### src/rtl/serial_link_scheduler.sv
// rtl/serial_link_scheduler.sv - round-robin arbiter and LSB-first serialiser for the DE2 serial link
module serial_link_scheduler #(
    parameter int NUM_REQ = 4,
    parameter int WIDTH   = 18,
    parameter int GAP     = 2
) (
    input  logic                     input_clk_DE2,
    input  logic                     rst_n,
    input  logic [NUM_REQ-1:0]       req,
    input  logic [NUM_REQ*WIDTH-1:0] req_data,
    output logic [NUM_REQ-1:0]       grant,
    output logic                     send_data,
    output logic                     flag,
    output logic                     busy,
    output logic [2:0]               last_id,
    output logic [15:0]              frames_sent
);

    localparam int IW = (NUM_REQ > 1) ? $clog2(NUM_REQ) : 1;
    localparam int SW = IW + 1;
    localparam int CW = $clog2(WIDTH + 1);
    localparam int GW = (GAP > 1) ? $clog2(GAP + 1) : 1;

    typedef enum logic [1:0] {
        ST_IDLE  = 2'd0,
        ST_SHIFT = 2'd1,
        ST_GAP   = 2'd2
    } state_t;

    state_t            state_q;
    state_t            state_d;
    logic [IW-1:0]     ptr_q;
    logic [CW-1:0]     bitcnt_q;
    logic [GW-1:0]     gapcnt_q;
    // Holds the bits still to be sent; bit 0 of the word leaves directly on load.
    logic [WIDTH-2:0]  shreg_q;

    logic              arb_found;
    logic [IW-1:0]     arb_idx;
    logic [SW-1:0]     scan_slot;
    logic [WIDTH-1:0]  arb_word;
    logic [NUM_REQ-1:0] arb_onehot;
    logic [IW-1:0]     ptr_next;

    logic              load_frame;
    logic              shift_bit;
    logic              end_frame;
    logic              gap_step;

    // Round-robin pick: first active request scanning upward from ptr with wrap.
    always_comb begin
        arb_found = 1'b0;
        arb_idx   = '0;
        scan_slot = '0;
        for (int i = 0; i < NUM_REQ; i++) begin
            scan_slot = {1'b0, ptr_q} + SW'(i);
            if (scan_slot >= SW'(NUM_REQ)) begin
                scan_slot = scan_slot - SW'(NUM_REQ);
            end
            if (!arb_found && req[scan_slot[IW-1:0]]) begin
                arb_found = 1'b1;
                arb_idx   = scan_slot[IW-1:0];
            end
        end
    end

    // Select the winner's word and build its one-hot grant.
    always_comb begin
        arb_word   = '0;
        arb_onehot = '0;
        for (int i = 0; i < NUM_REQ; i++) begin
            if (arb_idx == IW'(i)) begin
                arb_word      = req_data[i*WIDTH +: WIDTH];
                arb_onehot[i] = 1'b1;
            end
        end
    end

    // Pointer moves just past the winner so it is served again only after the others.
    always_comb begin
        ptr_next = '0;
        if (arb_idx != IW'(NUM_REQ - 1)) begin
            ptr_next = arb_idx + 1'b1;
        end
    end

    // Frame sequencer: IDLE -> SHIFT (WIDTH bit cycles) -> GAP (GAP dead cycles) -> IDLE/SHIFT.
    always_comb begin
        state_d    = state_q;
        load_frame = 1'b0;
        shift_bit  = 1'b0;
        end_frame  = 1'b0;
        gap_step   = 1'b0;
        case (state_q)
            ST_IDLE: begin
                if (arb_found) begin
                    load_frame = 1'b1;
                    state_d    = ST_SHIFT;
                end
            end
            ST_SHIFT: begin
                if (bitcnt_q == CW'(WIDTH)) begin
                    end_frame = 1'b1;
                    state_d   = ST_GAP;
                end else begin
                    shift_bit = 1'b1;
                end
            end
            ST_GAP: begin
                if (gapcnt_q == GW'(GAP)) begin
                    if (arb_found) begin
                        load_frame = 1'b1;
                        state_d    = ST_SHIFT;
                    end else begin
                        state_d = ST_IDLE;
                    end
                end else begin
                    gap_step = 1'b1;
                end
            end
            default: begin
                state_d = ST_IDLE;
            end
        endcase
    end

    // State register.
    always_ff @(posedge input_clk_DE2 or negedge rst_n) begin
        if (!rst_n) begin
            state_q <= ST_IDLE;
        end else begin
            state_q <= state_d;
        end
    end

    // Datapath: latch the winning word, shift it out, count frames and gap cycles.
    always_ff @(posedge input_clk_DE2 or negedge rst_n) begin
        if (!rst_n) begin
            grant       <= '0;
            send_data   <= 1'b0;
            flag        <= 1'b0;
            last_id     <= '0;
            frames_sent <= '0;
            ptr_q       <= '0;
            bitcnt_q    <= '0;
            gapcnt_q    <= '0;
            shreg_q     <= '0;
        end else begin
            grant <= '0;
            flag  <= 1'b0;
            if (load_frame) begin
                shreg_q   <= arb_word[WIDTH-1:1];
                send_data <= arb_word[0];
                flag      <= 1'b1;
                grant     <= arb_onehot;
                last_id   <= 3'(arb_idx);
                ptr_q     <= ptr_next;
                bitcnt_q  <= CW'(1);
            end else if (shift_bit) begin
                send_data <= shreg_q[0];
                shreg_q   <= shreg_q >> 1;
                bitcnt_q  <= bitcnt_q + 1'b1;
            end else if (end_frame) begin
                send_data   <= 1'b0;
                frames_sent <= frames_sent + 1'b1;
                gapcnt_q    <= GW'(1);
            end else if (gap_step) begin
                send_data <= 1'b0;
                gapcnt_q  <= gapcnt_q + 1'b1;
            end
        end
    end

    // The link is occupied from the flag cycle through the final dead cycle.
    assign busy = (state_q != ST_IDLE);

endmodule

### config.mk
export PLATFORM = sky130hd
export DESIGN_NAME = serial_link_scheduler
export DESIGN_NICKNAME = d
export VERILOG_FILES = /design/src/rtl/serial_link_scheduler.sv
export SDC_FILE = /design/constraint.sdc
export NUM_CORES = 1
export LEC_CHECK = 0
export CELL_PAD_IN_SITES_DETAIL_PLACEMENT = 1
export CELL_PAD_IN_SITES_GLOBAL_PLACEMENT = 2
export CORE_MARGIN = 5
export CORE_UTILIZATION = 27
export CTS_CLUSTER_DIAMETER = 100
export DETAILED_ROUTE_END_ITERATION = 10
export HOLD_SLACK_MARGIN = 0.15
export PLACE_DENSITY = 0.78
export SLEW_MARGIN = 20
export SYNTH_ARGS = -nofsm -noshare
export SYNTH_HDL_FRONTEND = slang
export SYNTH_SLANG_ARGS = --single-unit
### constraint.sdc
create_clock -name input_clk_DE2 -period 3.15 [get_ports input_clk_DE2]
set_clock_uncertainty 0.1 [all_clocks]
set_input_delay 0.63 -clock input_clk_DE2 [delete_from_list [all_inputs] [get_ports input_clk_DE2]]
set_output_delay 0.63 -clock input_clk_DE2 [all_outputs]
set_load 0.01 [all_outputs]
* After elaboration in Yosys (flattened, before gate mapping)
Cells that the tools add are included.
** Operators by class
- Bitwise logic cells :: 2
- Mux-type cells :: 55
- Magnitude comparators :: 8
- Add/sub/neg operators :: 11
- Shift-type cells :: 0
- Div/mod/pow operators :: 0
- Reductions and logical operators :: 15
- Multipliers :: 0
- Equality and inequality tests :: 11
** Operators with widths (number)
- two-way mux 18 bit :: 4
- two-way mux 17 bit :: 2
- two-way mux 2 bit :: 14
- two-way mux 1 bit :: 26
- adder 16 x 1 -> 16 bit, second input constant :: 1
- less-than comparator 2 x 3 -> 1 bit, second input constant :: 4
- two-way mux 5 bit :: 2
- >= comparator 3 bit, second input constant :: 3
- AND reduction 3 bit :: 3
- binary-select mux 1 bit (select 2 bit) :: 4
- equality test 2 bit, second input constant :: 4
- != test 2 bit, second input constant :: 4
- subtractor 2 x 1 -> 2 bit, second input constant :: 4
- adder 2 x 2 -> 3 bit, second input constant :: 2
- case mux 2 bit (3 select lines) :: 1
- nonzero test 2 bit :: 3
- adder 5 x 1 -> 5 bit, second input constant :: 1
- equality test 5 bit, second input constant :: 1
- adder 2 x 1 -> 2 bit, second input constant :: 2
- equality test 2 x 1 -> 1 bit, second input constant :: 2
- zero test 2 bit :: 2
- two-way mux 4 bit :: 1
- nonzero test 4 bit :: 1
- adder 2 x 1 -> 3 bit, second input constant :: 1
- 5 further kinds :: 10
** Word-level totals
- Memory bits (writable) :: 0
- Memories :: 0
- Memory bits (read-only) :: 0
- Bits in latches :: 0
- Output and inout bits :: 26
- Flip-flop bits (word level) :: 52
- Word-level logic and storage cells :: 112

* Logic depth before layout (Yosys ltp)
Gate-level depths: netlist (run 1).
- Depth in word-level cells :: 20
- Gate-level depth with buffers :: 11
- Mapped depth without buffers :: 9

* Worst setup path before layout (run 1)
No wires, ideal clock.
- Path kind :: input -> register
- Start point :: input port req[0]
- End point :: register shreg_q[15]
- Slack :: 0.418 ns
- Arrival :: 2.501 ns
- Required time :: 2.919 ns
- Buffers on the path :: 2
- Library setup time :: 0.131 ns
- Cell stages on the path :: 11
- Cells stage by stage :: nand2_1 -> a21oi_1 -> a211oi_1 -> inv_1 -> ha_1 -> nor2b_1 -> buf_2 -> buf_2 -> a221o_1 -> a221oi_1 -> a31oi_1
** On the way
- Word-level cells in the longest chain between the ends :: 18
- Elaborated cells on any way between the ends :: 35
- Classes of those cells :: eq/ne (3); mux (24); reduce/logical (8)
** RTL lines
- from (decl) :: RTL line 9 : input logic [NUM_REQ-1:0] req,
- binary-select mux 1 bit (select 2 bit) :: RTL line 60 : if (!arb_found && req[scan_slot[IW-1:0]]) begin
- two-way mux 1 bit (implied by the code) :: RTL line 60
- two-way mux 1 bit :: RTL line 60
- zero test 1 bit :: RTL line 60
- logical AND 1 bit :: RTL line 60
- two-way mux 1 bit :: RTL line 60
- zero test 1 bit :: RTL line 60
- logical AND 1 bit :: RTL line 60
- two-way mux 1 bit :: RTL line 60
- zero test 1 bit :: RTL line 60
- logical AND 1 bit :: RTL line 60
- two-way mux 2 bit (*) :: RTL line 60
- via arb_idx[0] :: RTL line 39 : logic [IW-1:0] arb_idx;
- zero test 2 bit :: RTL line 72 : if (arb_idx == IW'(i)) begin
- two-way mux 18 bit (3 in a row) :: RTL line 72
- two-way mux 18 bit (*) :: RTL line 72
- two-way mux 17 bit (*) :: RTL line 151 : if (load_frame) begin
- to (signal assigned) :: RTL line 152 : shreg_q <= arb_word[WIDTH-1:1];
- to (signal assigned) :: RTL line 161 : shreg_q <= shreg_q >> 1;
- to (decl) :: RTL line 36 : logic [WIDTH-2:0] shreg_q;
Mark *: on every way through the listed nets, which the timed path passes. The rest lies on a longest branch. The select of a mux whose other input is x is not followed.
A chain may end at the register's enable or synchronous reset.

* Worst setup path in the final report (run 1)
- Start point :: input port req[1]
- End point :: register shreg_q[0]
The elaborated chain is that of the path after synthesis.

==> results by group, run 1 <==
Power
  • Pwr Total: 0.00287 W
  • Pwr/cell area: 678 mW/mm^2
  • Leakage power of the design: 1.79 nW
  • Maximum VDD drop: 0.000226 V

Logic synthesis
  • Avg Synthesized Cell Area: 10.1 sq um
  • Number of different library cells in the post-synthesis netlist: 47
  • Combined area of all synthesized cells: 0.00287 sq mm
  • Net count of the mapped netlist: 371
  • Synth async-reset ratio: 100%
  • Fraction of the yosys area taken by sequential cells: 45.4%
  • Number of flops mapped to enable cells by yosys: 0
  • Number of warning messages in the yosys log: 0
  • Count of mapped cells out of synthesis: 285
  • Main synth FF type: dfrtp_1
  • Count of state elements after synthesis: 52

Setup path
  • Arrival time of data at the critical path endpoint: 3100 ps
  • Critical path peak fanout: 19
  • Required arrival time at the worst endpoint: 3280 ps
  • Type of element capturing the critical path: flip-flop
  • Startpoint kind of the worst setup timing path: input port
  • Reg2reg path depth: 10
  • Critical path start-end classification: input port to flip-flop

CTS
  • Number of sinks on the clock net: 52
  • Number of clock buffers inserted by TritonCTS: 5
  • Insertion delay of the later-clocked pin in the worst-skew pair: 300 ps
  • Level count of the clock H-tree: 2
  • Library cell used as clock root buffer: clkbuf_8
  • Maximum count of clock buffers along a single path: 2
  • TritonCTS clock tree: done
  • CTS clock-pin slew for the worst setup and hold paths: 90 ps

Detailed routing
  • DR pass1 iterations: 4
  • Vias: 2,600
  • Detailed Route Iter0 Violations: 137
  • Post-detailed-route wirelength per cell: 16.4 microns
  • Number of remaining DRC errors: 0
  • Drt via density: 4.91
  • Count of antenna-violating nets left after detailed routing: 0
  • Post-detailed-routing wire length: 8690 microns

GRT
  • Tot GR Track Use: 13.7%
  • Global route overflow: 0
  • Global-route wire length before repair: 14,600 microns
  • Maximum number of pins on one net before global-route repair: 38
  • Number of global-route vias before repair: 2,964
  • Number of antenna violations at the first check in global routing: 0

Finish
  • Ratio of cells with drive above 1 in the final layout: 8.91%
  • Antenna cells: 0
  • Number of non-filler instances in the completed layout: 529
  • Synth-to-layout area growth: 47.8%
  • Final core utilization: 41.0%
  • Number of nets in the finished design: 478

Place
  • Gpl congestion: 0.767
  • Pre-CTS WS: -106 ps
  • DP Wirelength: 6950 microns
  • I/O Buffers: 102
  • Placed cells: 520

Worst hold path
  • Worst hold path class: flip-flop to flip-flop
  • Hold-critical path depth: 1

Floorplan
  • Number of I/O pins: 104
  • Placeable Area: 0.0103 sq mm
  • Number of rows in the core area: 37
  • DIE WIDTH: 113 microns
  • Die Ht: 113 microns
  • Initial Utilization: 27.8%
  • Die ar.: 0.0128 sq mm

Timing
  • Period utilisation layout: 94.2%
  • Maximum operating frequency: 337 MHz
  • Final Hold Violating Endpoints: 0
  • Setup Viol. Count Final: 0
  • Time the final worst path needs with I/O delays and setup: 2970 ps
  • Post-route worst hold slack: 378 ps
  • Setup repair after global routing missed its margin: no
  • Max Transition Viols Final: 0
  • Worst Slack Setup Final: 184 ps

Flow run
  • Max-capacitance violation count: 0

Outcome
  • Status: finished clean
==> cell usage in the layout, fill, tap and decap left out, drive strengths merged, types with 9 or more instances in the layout <==
| cell type | Yosys | final |
|---|---|---|
| clkdlybuf4s50 | 0 | 101 |
| dfrtp | 52 | 52 |
| nand2 | 29 | 29 |
| buf | 13 | 18 |
| inv | 17 | 17 |
| a21oi | 16 | 16 |
| nand3 | 14 | 14 |
| xnor2 | 11 | 11 |
| a221oi | 11 | 11 |
| nor2b | 10 | 10 |
| a22oi | 9 | 9 |
==> where the power goes <==
part / internal [W] / switching (W) / total [W]
sequential: 0.000883 / 0.000163 / 0.00105
clock: 0.000236 / 0.000209 / 0.000445
combinational: 0.000716 / 0.000666 / 0.00138
total: 0.00184 / 0.00104 / 0.00287
==> layout make-up <==
type	instances	area [sq um]
clock buffer	6	72.6
tap	136	170
multi-input combinational	196	1400
timing repair buffer	120	1190
clock inverter	2	35.0
inverter	17	63.8
fill	1168	6090
sequential	52	1300
==> cells in the mapped netlist, drive strengths merged, types with 9 or more instances <==
library cell  instances  area share (%)
dfrtp                52              45
nand2                29             3.9
inv                  17             2.2
a21oi                16             2.8
nand3                14             2.6
buf                  13             2.5
a221oi               11             3.4
xnor2                11             3.4
nor2b                10             2.2
a22oi                 9             2.4
==> final timing paths <==
check / slack (ps) / start / to
worst max-delay path: 180 / req[1] / shreg_q[0]
worst min-delay path: 380 / frames_sent[15] / frames_sent[15]
worst max register to register: 510 / ptr_q[1] / shreg_q[0]
worst min register to register: 380 / frames_sent[15] / frames_sent[15]
max in group asynchronous: 1710 / rst_n / shreg_q[7]
min in group asynchronous: 640 / rst_n / flag
==> metrics by stage <==
step / cell area, sq um / TNS (ps)
4_1_cts: 4240 / 0
3_5_place_dp: 4120 / -404
3_3_place_gp: 4120 / -61.9
2_1_floorplan: 2870 / 0
5_1_grt: 4240 / 0
6_report: 4240 / 0
==> layer usage <==
layer	share of wire (%)	GRT usage (%)
met1	45	18.1
met2	49	22.9
met3	6.2	3.74
met4	0.71	2.40
met5	0	0
==> sequential cells by signal, summed over array words and instances, names as in the netlist <==
| signal | flops |
|---|---|
| last_id | 2 |
| grant | 4 |
| bitcnt_q | 5 |
| shreg_q | 17 |
| send_data | 1 |
| gapcnt_q | 2 |
| flag | 1 |
| frames_sent | 16 |
| state_q | 2 |
| ptr_q | 2 |
==> critical path: stages <==
cell and delay, ps:
clkdlybuf4s50_1 520, mux2i_1 90, a211oi_1 320, buf_4 200, ha_1 170, buf_4 250
a221oi_1 130, o311ai_1 440, buf_4 190, o221a_1 160
==> cells by family (layout without fill, tap and decap cells) <==
kind of cell             Yosys count  after routing  share of synthesized area [%]
AO/OA/AOI/OAI                     76             76                           21.2
flip-flops                        52             52                           45.4
buffers and inverters             37            145                           5.67
adder cells (fa/ha/maj)            8              8                           3.49
AND/OR/NAND/NOR                   88             88                           16.7
XOR/XNOR                          19             19                           5.80
multiplexers                       4              4                           1.66
other                              1              1                          0.131
==> what timing repair did <==
action | CTS | global route
hold endpoints to repair | 12 | 0
hold buffers | 1 | 0
buffers inserted | 0 | 0
resized for setup | 0 | 0
(Power assumes the default switching activity.)
==> run 2: changes to the inputs <==
- CTS_BUF_LIST: not set -> sky130_fd_sc_hd__clkbuf_8
- SLEW_MARGIN: 20 -> not set
==> run 2 against run 1 <==
Compared with the run above:
- critical path depth unchanged
- via count about the same
- first-iteration DRC count unchanged
- routed wire length about the same
- critical endpoint unchanged
- largest power group unchanged
==> results by group, run 2 (synthesis gave the netlist of run 1 again) <==
CTS
  • Number of sinks on the clock net: 52 (unchanged)
  • Count of cells resized by post-cts repair: 0 (unchanged)
  • CTS clock-pin slew for the worst setup and hold paths: 90 ps (about the same)
  • Maximum count of clock buffers along a single path: 2 (unchanged)
  • Level count of the clock H-tree: 2 (unchanged)
  • Library cell used as clock root buffer: clkbuf_8
  • Insertion delay of the later-clocked pin in the worst-skew pair: 300 ps (about the same)
  • TritonCTS clock tree: done
  • Number of clock buffers inserted by TritonCTS: 5 (unchanged)

Setup path
  • Destination of the worst register-to-register timing path: shreg_q[0]
  • Largest stage delay on the critical path: 520 ps (about the same)
  • Most frequent cell on the critical path: buf_4
  • Arrival time of data at the critical path endpoint: 3100 ps (about the same)
  • Minimum setup slack among reg-to-reg paths: 510 ps (about the same)
  • Critical path endpoint: shreg_q[0]
  • Launch point of the worst path: req[1]
  • Critical path peak fanout: 19 (unchanged)
  • CP max-delay cell: clkdlybuf4s50_1
  • Startpoint kind of the worst setup timing path: input port
  • Startpoint of the most critical register-to-register path: ptr_q[1]
  • Reg2reg path depth: 10 (unchanged)
  • Required arrival time at the worst endpoint: 3280 ps (about the same)
  • List of cells traversed by the critical path: clkdlybuf4s50_1, mux2i_1, a211oi_1, buf_4, ha_1, buf_4, a221oi_1, o311ai_1, buf_4, o221a_1
  • Critical path start-end classification: input port to flip-flop
  • Type of element capturing the critical path: flip-flop

Power
  • Pwr Total: 0.00287 W (-0.14%)
  • Pwr/cell area: 677 mW/mm^2 (-0.14%)
  • Leakage power of the design: 1.79 nW (+0.23%)
  • Maximum VDD drop: 0.000226 V (about the same)

Timing
  • Post-route worst hold slack: 378 ps (unchanged)
  • Period utilisation layout: 94.2% (about the same)
  • Setup Viol. Count Final: 0 (unchanged)
  • Final Hold Violating Endpoints: 0 (unchanged)
  • Time the final worst path needs with I/O delays and setup: 2970 ps (+0.00600 ps)
  • Max Transition Viols Final: 0 (unchanged)
  • Setup repair after global routing missed its margin: no
  • Maximum operating frequency: 337 MHz (about the same)

Detailed routing
  • DR pass1 iterations: 4 (unchanged)
  • Post-detailed-route wirelength per cell: 16.4 microns (about the same)
  • Drt via density: 4.91 (about the same)
  • Count of antenna-violating nets left after detailed routing: 0 (unchanged)
  • Vias: 2,599 (-0.038%)
  • Number of remaining DRC errors: 0 (unchanged)
  • Detailed Route Iter0 Violations: 137 (unchanged)
  • Post-detailed-routing wire length: 8690 microns (about the same)

Floorplan
  • Die ar.: 0.0128 sq mm (unchanged)
  • Initial Utilization: 27.8% (unchanged)
  • DIE WIDTH: 113 microns (unchanged)
  • Die Ht: 113 microns (unchanged)
  • Number of I/O pins: 104 (unchanged)
  • Number of rows in the core area: 37 (unchanged)
  • Placeable Area: 0.0103 sq mm (unchanged)

Finish
  • Commonest cells after routing, fill and taps aside: clkdlybuf4s50_1, dfrtp_1, nand2_1
  • Antenna cells: 0 (unchanged)
  • Filler Cell Count: 1,168 (unchanged)
  • Synth-to-layout area growth: 47.8% (unchanged)
  • Ratio of cells with drive above 1 in the final layout: 8.91% (unchanged)
  • Flip-flop count of the largest register, all copies and words added: 17 (unchanged)
  • Most frequent standard cell in the layout excluding fill and tap cells: clkdlybuf4s50_1
  • Number of nets in the finished design: 478 (unchanged)
  • Largest reg by FF count: shreg_q
  • Final core utilization: 41.0% (unchanged)
  • Layout Cell Area excl Fill: 0.00424 sq mm (unchanged)
  • Largest registers ranked by flip-flop count: shreg_q: 17 flops, frames_sent: 16 flops, bitcnt_q: 5 flops

GRT
  • Number of antenna violations at the first check in global routing: 0 (unchanged)
  • Global-route wire length before repair: 14,600 microns (unchanged)
  • Maximum number of pins on one net before global-route repair: 38 (unchanged)
  • Global route overflow: 0 (unchanged)
  • Tot GR Track Use: 13.7% (unchanged)
  • Number of global-route vias before repair: 2,964 (unchanged)

Place
  • I/O Buffers: 102 (unchanged)
  • Area after detailed placement: 0.00412 sq mm (unchanged)
  • Gpl congestion: 0.767 (unchanged)
  • DP Wirelength: 6950 microns (unchanged)

Worst hold path
  • Hold-critical path depth: 1 (unchanged)
  • Worst hold path class: flip-flop to flip-flop

Outcome
  • Status: finished clean

Flow run
  • Max-capacitance violation count: 0 (unchanged)
## run 2: cell type report
cell class	count	area [sq um]	share of cell area (%)
sequential	52	1300	30.7
timing repair buffer	120	1190	28.1
tap	136	170	4.02
clock inverter	3	38.8	0.915
inverter	17	63.8	1.51
clock buffer	5	68.8	1.62
multi-input combinational	196	1400	33.1
## run 2: metal layers
layer / vias up / track usage [%] / share of wire, %
met3: 6 / 3.74 / 6.2
met2: 68 / 22.9 / 49
li1: 1256 / - / -
met4: 0 / 2.40 / 0.71
met1: 1269 / 18.1 / 44
met5: - / 0 / 0
## run 2: stage by stage
stage / setup slack [ps] / TNS, ps / cells
floorplan: 418 / 0 / 285
global placement: -38.6 / -61.9 / 520
detailed placement: -106 / -404 / 520
CTS: 198 / 0 / 529
global route: 77.2 / 0 / 529
finish: 184 / 0 / 529
## run 2: worst min-delay path by stage
stage               startpoint               to  slack (ps)
2_1_floorplan            rst_n      bitcnt_q[0]         230
3_3_place_gp   frames_sent[15]  frames_sent[15]         360
3_5_place_dp   frames_sent[15]  frames_sent[15]         370
4_1_cts        frames_sent[15]  frames_sent[15]         390
5_1_grt        frames_sent[15]  frames_sent[15]         410
6_report       frames_sent[15]  frames_sent[15]         380
## run 2: repair_timing
| action | CTS | global route |
|---|---|---|
| buffers inserted | 0 | 0 |
| hold buffers | 1 | 0 |
| hold endpoints to repair | 12 | 0 |
| setup endpoints to repair | 0 | 0 |
## run 2: worst max-delay path: cells and delay by family
family | cells | cell delay (ps)
compound gates | 4 | 1050
fa+ha+maj | 1 | 170
buf+inv | 4 | 1160
mux | 1 | 90
## run 2: power by group
group	leakage [nW]	total, W	internal, W	switching (W)
clock network	0.0593	0.000441	0.000233	0.000209
logic	1.07	0.00138	0.000716	0.000666
registers	0.665	0.00105	0.000883	0.000163
total	1.79	0.00287	0.00183	0.00104
